**src/rtl/mult_div_unit_pkg.sv**
```systemverilog
// Shared constants for the multicycle MULT/DIV unit: FSM state encoding and default width.
package mult_div_unit_pkg;
   localparam int DEF_WIDTH = 32;

   localparam logic [2:0] IDLE    = 3'd0;
   localparam logic [2:0] MULT    = 3'd1;
   localparam logic [2:0] DIV     = 3'd2;
   localparam logic [2:0] DIV_FIX = 3'd3;
   localparam logic [2:0] FINISH  = 3'd4;
endpackage

```
**src/rtl/mult_div_unit_div_core.sv**
```systemverilog
// Restoring divider datapath on unsigned magnitudes; one quotient bit per step.
module div_core #(
   parameter int WIDTH = 32
) (
   input  logic             clk,
   input  logic             reset_n,
   input  logic             load,
   input  logic             step,
   input  logic [WIDTH-1:0] dividend,
   input  logic [WIDTH:0]   divisor,
   output logic [WIDTH-1:0] quotient,
   output logic [WIDTH-1:0] remainder
);
   logic [WIDTH:0]   rem;
   logic [WIDTH:0]   dvsr;
   logic [WIDTH-1:0] quo;
   logic [WIDTH+1:0] shifted;
   logic [WIDTH+1:0] diff;

   // Partial remainder stays below the divisor, so one extra bit plus the shifted-in bit suffice.
   assign shifted = {rem, quo[WIDTH-1]};
   assign diff    = shifted - {1'b0, dvsr};

   always_ff @(posedge clk or negedge reset_n) begin
      if (!reset_n) begin
         rem  <= '0;
         quo  <= '0;
         dvsr <= '0;
      end else if (load) begin
         rem  <= '0;
         quo  <= dividend;
         dvsr <= divisor;
      end else if (step) begin
         if (!diff[WIDTH+1]) begin
            rem <= diff[WIDTH:0];
            quo <= {quo[WIDTH-2:0], 1'b1};
         end else begin
            rem <= shifted[WIDTH:0];
            quo <= {quo[WIDTH-2:0], 1'b0};
         end
      end
   end

   assign quotient  = quo;
   assign remainder = rem[WIDTH-1:0];
endmodule

```
**src/rtl/mult_div_unit.sv**
```systemverilog
// Multicycle signed MULT (Booth radix-2) / DIV (restoring) unit writing the HI/LO pair.
module mult_div_unit
   import mult_div_unit_pkg::*;
#(
   parameter int WIDTH = DEF_WIDTH
) (
   input  logic             clk,
   input  logic             reset_n,
   input  logic             start_mult,
   input  logic             start_div,
   input  logic [WIDTH-1:0] op_a,
   input  logic [WIDTH-1:0] op_b,
   output logic [WIDTH-1:0] hi,
   output logic [WIDTH-1:0] lo,
   output logic             busy,
   output logic             done,
   output logic             div_zero
);
   localparam int CW = $clog2(WIDTH) + 1;

   logic [2:0]       state;
   logic [CW-1:0]    cnt;
   logic [WIDTH:0]   boothA, mcand, boothSum;
   logic [WIDTH-1:0] boothQ;
   logic             qm1;
   logic             negQ, negR, dzFlag;
   logic [WIDTH-1:0] resHi, resLo;
   logic [WIDTH-1:0] aMag, divQuo, divRem;
   logic [WIDTH:0]   bMag;
   logic             divLoad, divStep;

   always_comb begin
      boothSum = boothA;
      case ({boothQ[0], qm1})
         2'b01:   boothSum = boothA + mcand;
         2'b10:   boothSum = boothA - mcand;
         default: boothSum = boothA;
      endcase
   end

   // Divisor magnitude carries an extra bit so -2^(W-1) stays exact.
   assign aMag    = op_a[WIDTH-1] ? -op_a : op_a;
   assign bMag    = op_b[WIDTH-1] ? -{1'b1, op_b} : {1'b0, op_b};
   assign divLoad = (state == IDLE) && !start_mult && start_div && (op_b != '0);
   assign divStep = (state == DIV);

   div_core #(.WIDTH(WIDTH)) uDivCore (
      .clk       (clk),
      .reset_n   (reset_n),
      .load      (divLoad),
      .step      (divStep),
      .dividend  (aMag),
      .divisor   (bMag),
      .quotient  (divQuo),
      .remainder (divRem)
   );

   always_ff @(posedge clk or negedge reset_n) begin
      if (!reset_n) begin
         state    <= IDLE;
         cnt      <= '0;
         boothA   <= '0;
         boothQ   <= '0;
         mcand    <= '0;
         qm1      <= 1'b0;
         negQ     <= 1'b0;
         negR     <= 1'b0;
         dzFlag   <= 1'b0;
         resHi    <= '0;
         resLo    <= '0;
         hi       <= '0;
         lo       <= '0;
         busy     <= 1'b0;
         done     <= 1'b0;
         div_zero <= 1'b0;
      end else begin
         done     <= 1'b0;
         div_zero <= 1'b0;
         busy     <= (state == MULT) || (state == DIV) || (state == DIV_FIX);
         case (state)
            IDLE: begin
               if (start_mult) begin
                  mcand  <= {op_a[WIDTH-1], op_a};
                  boothA <= '0;
                  boothQ <= op_b;
                  qm1    <= 1'b0;
                  cnt    <= CW'(WIDTH - 1);
                  dzFlag <= 1'b0;
                  state  <= MULT;
               end else if (start_div) begin
                  negQ   <= op_a[WIDTH-1] ^ op_b[WIDTH-1];
                  negR   <= op_a[WIDTH-1];
                  cnt    <= CW'(WIDTH - 1);
                  dzFlag <= (op_b == '0);
                  state  <= (op_b == '0) ? FINISH : DIV;
               end
            end
            MULT: begin
               boothA <= {boothSum[WIDTH], boothSum[WIDTH:1]};
               boothQ <= {boothSum[0], boothQ[WIDTH-1:1]};
               qm1    <= boothQ[0];
               cnt    <= cnt - 1'b1;
               if (cnt == '0) begin
                  // Capture the product as it leaves the final shift.
                  resHi <= boothSum[WIDTH:1];
                  resLo <= {boothSum[0], boothQ[WIDTH-1:1]};
                  state <= FINISH;
               end
            end
            DIV: begin
               cnt <= cnt - 1'b1;
               if (cnt == '0) state <= DIV_FIX;
            end
            DIV_FIX: begin
               resLo <= negQ ? -divQuo : divQuo;
               resHi <= negR ? -divRem : divRem;
               state <= FINISH;
            end
            FINISH: begin
               done     <= 1'b1;
               div_zero <= dzFlag;
               if (!dzFlag) begin
                  hi <= resHi;
                  lo <= resLo;
               end
               state <= IDLE;
            end
            default: state <= IDLE;
         endcase
      end
   end
endmodule

```
**config.mk**
```make
export PLATFORM = sky130hd
export DESIGN_NAME = mult_div_unit
export DESIGN_NICKNAME = d
export VERILOG_FILES = /design/src/rtl/mult_div_unit_pkg.sv /design/src/rtl/mult_div_unit_div_core.sv /design/src/rtl/mult_div_unit.sv
export SDC_FILE = /design/constraint.sdc
export NUM_CORES = 1
export LEC_CHECK = 0
export ABC_AREA = 1
export CAP_MARGIN = 20
export CELL_PAD_IN_SITES_DETAIL_PLACEMENT = 0
export CELL_PAD_IN_SITES_GLOBAL_PLACEMENT = 1
export CORE_UTILIZATION = 45
export CTS_CLUSTER_DIAMETER = 60
export DETAILED_ROUTE_END_ITERATION = 10
export GPL_TIMING_DRIVEN = 0
export PLACE_DENSITY = 0.83
export SLEW_MARGIN = 20
export SYNTH_ARGS = -nofsm -noshare
export SYNTH_HDL_FRONTEND = slang
export SYNTH_HIERARCHICAL = 1
export SYNTH_SLANG_ARGS = --single-unit
```
**constraint.sdc**
```tcl
create_clock -name clk -period 4.2 [get_ports clk]
set_input_delay 1.05 -clock clk [delete_from_list [all_inputs] [get_ports clk]]
set_output_delay 1.05 -clock clk [all_outputs]
set_load 0.02 [all_outputs]
```
# Yosys cells after proc, flatten, opt, wreduce, memory -nomap -nowiden
# Cells that the tools add are included.
# totals
input_bits	68
wordCells	98
reg_bits	339
out_inout_bits	67
# op_classes
mux	34
n_eq_ne	10
add_sub_neg	8
n_bitwise	3
reduce_logical	24
# op_table
operator	count
$mux 32	8
$pmux 32 s2	3
$mux 33	5
$pmux 33 s2	2
$neg 32->32	3
$sub 34x33->34	1
$add 33x33->33	1
$neg 33->33	1
$sub 33x33->33	1
$logic_not 32->1	1
$reduce_bool 32->1	1
$mux 3	5
$mux 6	2
$pmux 3 s4	1
$pmux 6 s2	1
$reduce_and 2->1	6
$reduce_bool 2->1	5
$eq 3x2->1 const B	2
$logic_not 6->1	1
$mux 1	6
$reduce_and 3->1	2
$sub 6x1->6 const B	1
$ne 2x1->1 const B	2
$eq 3x1->1 const B	1
other kinds (13)	17

# Longest topological paths before layout
# depth
word_depth	5
mapped_depth	27
ltp_nobuf	27

# Modules after synthesis
# The synthesis kept the hierarchy.
# modules_own_cells
mod	area_each_um2	cells_each	instances	seq_area_each_um2
mult_div_unit	16500.8	2373	1	6005.8
div_core	7265.7	1049	1	2452.4

# Worst setup path before layout
# No wires, ideal clock.
# synth_timing
kind	input to register
start	in op_b[1]
end	reg uDivCore.quo[22], in the netlist uDivCore/quotient[22]
path_slack_ps	942
required_ps	4061
setup_time_ps	139
path_buffers	3
t_arrival_ps	3120
stages	16
path_cell_list	inv_1 > ha_1 > nand4_1 > nor3_2 > nand3b_1 > nor2_1 > nand2_1 > nand2_1 > nor2_1 > buf_2 > nor2_2 > nor2_2 > inv_1 > buf_2 > buf_2 > o221ai_1
# synth_via
elab_chain_len	3
word_cells_on_any_way	4
cone_classes	mux (1); reduce/logical (3)
# synth_lines
item	line_no	text
from (decl)	mult_div_unit.sv:12	input logic [WIDTH-1:0] op_b,
$reduce_bool 32->1 *	mult_div_unit.sv:44	assign divLoad = (state == IDLE) && !start_mult && start_div && (op_b != '0);
$logic_and 1x1->1 *	mult_div_unit.sv:44	
net divLoad	mult_div_unit.sv:30	logic divLoad, divStep;
$mux 32 / $reduce_bool 2->1 (equally long branches)	-	
to (signal assigned)	mult_div_unit_div_core.sv:31	quo <= dividend;
to (signal assigned)	mult_div_unit_div_core.sv:36	quo <= {quo[WIDTH-2:0], 1'b1};
to (signal assigned)	mult_div_unit_div_core.sv:39	quo <= {quo[WIDTH-2:0], 1'b0};
to (decl)	mult_div_unit_div_core.sv:16	logic [WIDTH-1:0] quo;
# Mark *: on every way through the listed nets, which the timed path passes. The rest lies on a longest branch.
# A chain may end at the register's enable or synchronous reset.

# Worst setup path after layout
# layout_timing
start	in op_b[0]
end	reg uDivCore.quo[30], in the netlist uDivCore/quotient[30]
# The elaborated chain is that of the path after synthesis.

==> out/qor.csv <==
metric,value,unit
io_buffers,134,
hold_viol_final,0,
fin_worst_skew,0.03398,ns
slowest_delay,0.54,ns
gp_congestion,0.9522,
reg2regPathDepth,21,
start_util,0.4595,
cts_inserted_buffers,43,
hpwlAfterDp,71880,um
synth_fp_nets,3565,
status,"complete, no violations",
arrival,4.45,ns
cp-end-kind,flip-flop,
final_area,27560,um2
syn2layout_area_growth,15.97,%
post_drt_wl_per_cell,20.50,um
cts_buffer_depth,3,
p_leak,0.01376,uW
ys_seq_area_frac,0.3559,
io_pins,135,
n_antenna_cell,0,
cts_tree,done,
clk_latency,0.59,ns
ys_types,60,
grt_antenna_before_repair,2,
tightest_slew,1.031,ns
die_x,231.8,um
route.vias.total,23610,
first_iter_violations,2279,
chipHeight,231.8,um
maxCapViolCount,0,
nNetsFinal,3754,
rows,83,
cts.reportedPaths.clkPinSlew,0.06,ns
max_freq,0.2526,GHz
placedInstanceArea,26050,um2
dieArea,53740,um2
ant_nets,0,
clockRootBuffer,clkbuf_16,
grt_max_degree,100,
dp_cells,4239,
clkSinkCount,338,
avgSynthCellArea,6.945,um2
grt_pass1_vias,22680,
finish.utilization,0.5329,
required,4.69,ns
ys_ff_latch,338,
synthCells,3422,
path_common_cell,buf_2,
avgViaCountPerCell,5.463,
grt_first_pass_wirelength,134700,um
yosysWarnings,6,
power_density,991.1,nW/um2
r2r_start,mcand[0],
synth_largest_area_cell,dfrtp_1,
core_area,51720,um2
syn_area,23770,um2
r2r_slack,0.24,ns
cp_max_fo,10,
path_cells,clkdlybuf4s50_1 > inv_1 > ha_1 > nand4_1 > nor3_2 > nand3b_1 > nor2_1 > nand2_1 > nand2_1 > nor2_1 > buf_2 > nor2_2 > inv_1 > buf_2 > buf_2 > o21ai_0,
gr-total-overflow,0,
drive_gt1_frac,0.07937,
setup_viol,0,
hold_buffers,0,
crit_path_top_delay_cell,clkdlybuf4s50_1,
cp-start-kind,primary input,
final.period_utilization,0.9425,
synth_top_area_frac,0.3559,
fin_cells,4321,
slew_violations,0,
dr.pass1.iters,8,
grt_usage,0.3306,
htreeDepth,2,
tns,0,ns
holdWs,0.4791,ns
synthTopCellsByArea,"dfrtp_1 (36%), nand2_1 (15%), inv_1 (7.7%)",
crit_type,primary input to flip-flop,
reg2reg_to,resHi[24],
route.detailed.drc,0,
drt_wl_total,88570,um
nFillCells,5070,
maxSlewHeadroom,0.3123,
ir_drop,0.5077,mV
fin_crit,3.959,ns
hold_path.class,primary input to asynchronous set/reset pin,
[Yosys cell counts, drive strengths merged]
| cell type | instances |
|---|---|
| dfrtp | 338 |
| a21oi | 118 |
| o41ai | 1 |
| or2 | 11 |
| nand2 | 1000 |
| o221ai | 35 |
| fa | 2 |
| nor3 | 34 |
| nor3b | 3 |
| nand3 | 203 |
| mux2 | 18 |
| o21a | 4 |
| nand3b | 15 |
| nor4 | 10 |
| ha | 73 |
| conb | 1 |
| o31ai | 6 |
| o21ai | 349 |
| a211oi | 1 |
| nor2 | 293 |
| clkinv | 2 |
| and2 | 1 |
| o211ai | 25 |
| a21o | 4 |
| a22oi | 4 |
| a31oi | 15 |
| buf | 87 |
| nand4 | 35 |
| inv | 500 |
| clkbuf | 62 |
| xnor2 | 37 |
| o21bai | 12 |
| a22o | 4 |
| o32ai | 1 |
| xor2 | 105 |
| o22ai | 12 |
| a21boi | 1 |
[power by group]
part / internal [uW] / switching, uW
Sequential: 4750 / 1220
Combinational: 5750 / 11800
Clock: 2190 / 1560
Total: 12700 / 14600
[registers in the layout, summed over array words and instances (netlist names), 3 cells and up]
signal,flops
lo,32
uDivCore/rem,33
resLo,32
boothQ,32
uDivCore/dvsr,33
cnt,6
mcand,32
state,3
uDivCore/quotient,32
resHi,32
boothA,32
hi,32
[layout make-up]
class                           count  area [um2]  share of cell area
Timing Repair Buffer              144        1481             0.05375
Clock buffer                       54        1167             0.04236
Buffer                            149       787.0             0.02855
Sequential cell                   338        8458              0.3069
Multi-Input combinational cell   2433       12670              0.4598
Tap cell                          680       850.8             0.03087
Inverter                          502        1888             0.06850
Clock inverter                     21       256.5            0.009306
[cell families after synthesis]
logic type | synth area share
other cells | 0.0001578
compound gates | 0.1419
mux | 0.008528
flops | 0.3559
fa+ha+maj | 0.04012
xor+xnor | 0.05233
buf+inv | 0.1123
simple gates | 0.2888
[how the worst max path moves through the flow]
stage	startpoint	endpoint	slack, ns
global placement	reset_n	mcand[14]	-12.85
finish	op_b[0]	uDivCore/quotient[30]	0.24
floorplan	op_b[1]	uDivCore/quotient[22]	0.94
CTS	qm1	resHi[29]	0.05
detailed placement	op_b[0]	uDivCore/quotient[27]	-0.72
global route	mcand[0]	resHi[29]	-0.02
[layer usage]
layer	vias up	wire (um)	track usage	share of wire
met4	0	3722	0.1277	0.042
li1	11330	-	-	-
met2	794	40480	0.5307	0.46
met3	155	5371	0.04089	0.061
met1	11330	39000	0.4528	0.44
met5	-	0	0	0
[worst max-delay path: cells and delay by family]
family	cells	cell delay, ns
AND/OR/NAND/NOR	8	1.53
adder cells (fa/ha/maj)	1	0.21
buffers and inverters	6	1.45
AO/OA/AOI/OAI	1	0.19
[cells in the final DEF, fill, tap and decap left out, types with 17 or more instances in the layout]
cell / instances
a21oi_1: 110
ha_1: 72
clkdlybuf4s50_1: 133
nand2_2: 18
o221ai_1: 35
nor2_1: 268
dfrtp_1: 338
nand2_1: 976
xnor2_1: 37
nor3_1: 28
o21ai_1: 17
clkbuf_1: 66
nor2_2: 17
xor2_1: 104
nand4_1: 33
buf_2: 35
inv_1: 488
o211ai_1: 24
nand3_1: 189
o21ai_0: 326
mux2_2: 18
clkbuf_16: 43
buf_4: 45
[repair_timing]
action / 4_1_cts / 5_1_grt
endpoints found under the setup margin: 20 / 41
gates resized for setup: 1 / 11
buffers inserted: 0 / 7
pin swaps: 0 / 2
endpoints found under the hold margin: 0 / 0
[through the flow]
| step | worst slack (ns) | total power (uW) |
|---|---|---|
| floorplan | 0.9417 | 17320 |
| global placement | -12.85 | 23010 |
| detailed placement | -0.7225 | 23230 |
| CTS | 0.05153 | 27090 |
| global route | -0.02288 | 29490 |
| finish | 0.2415 | 27320 |
Power figures use the tool's default switching activity.
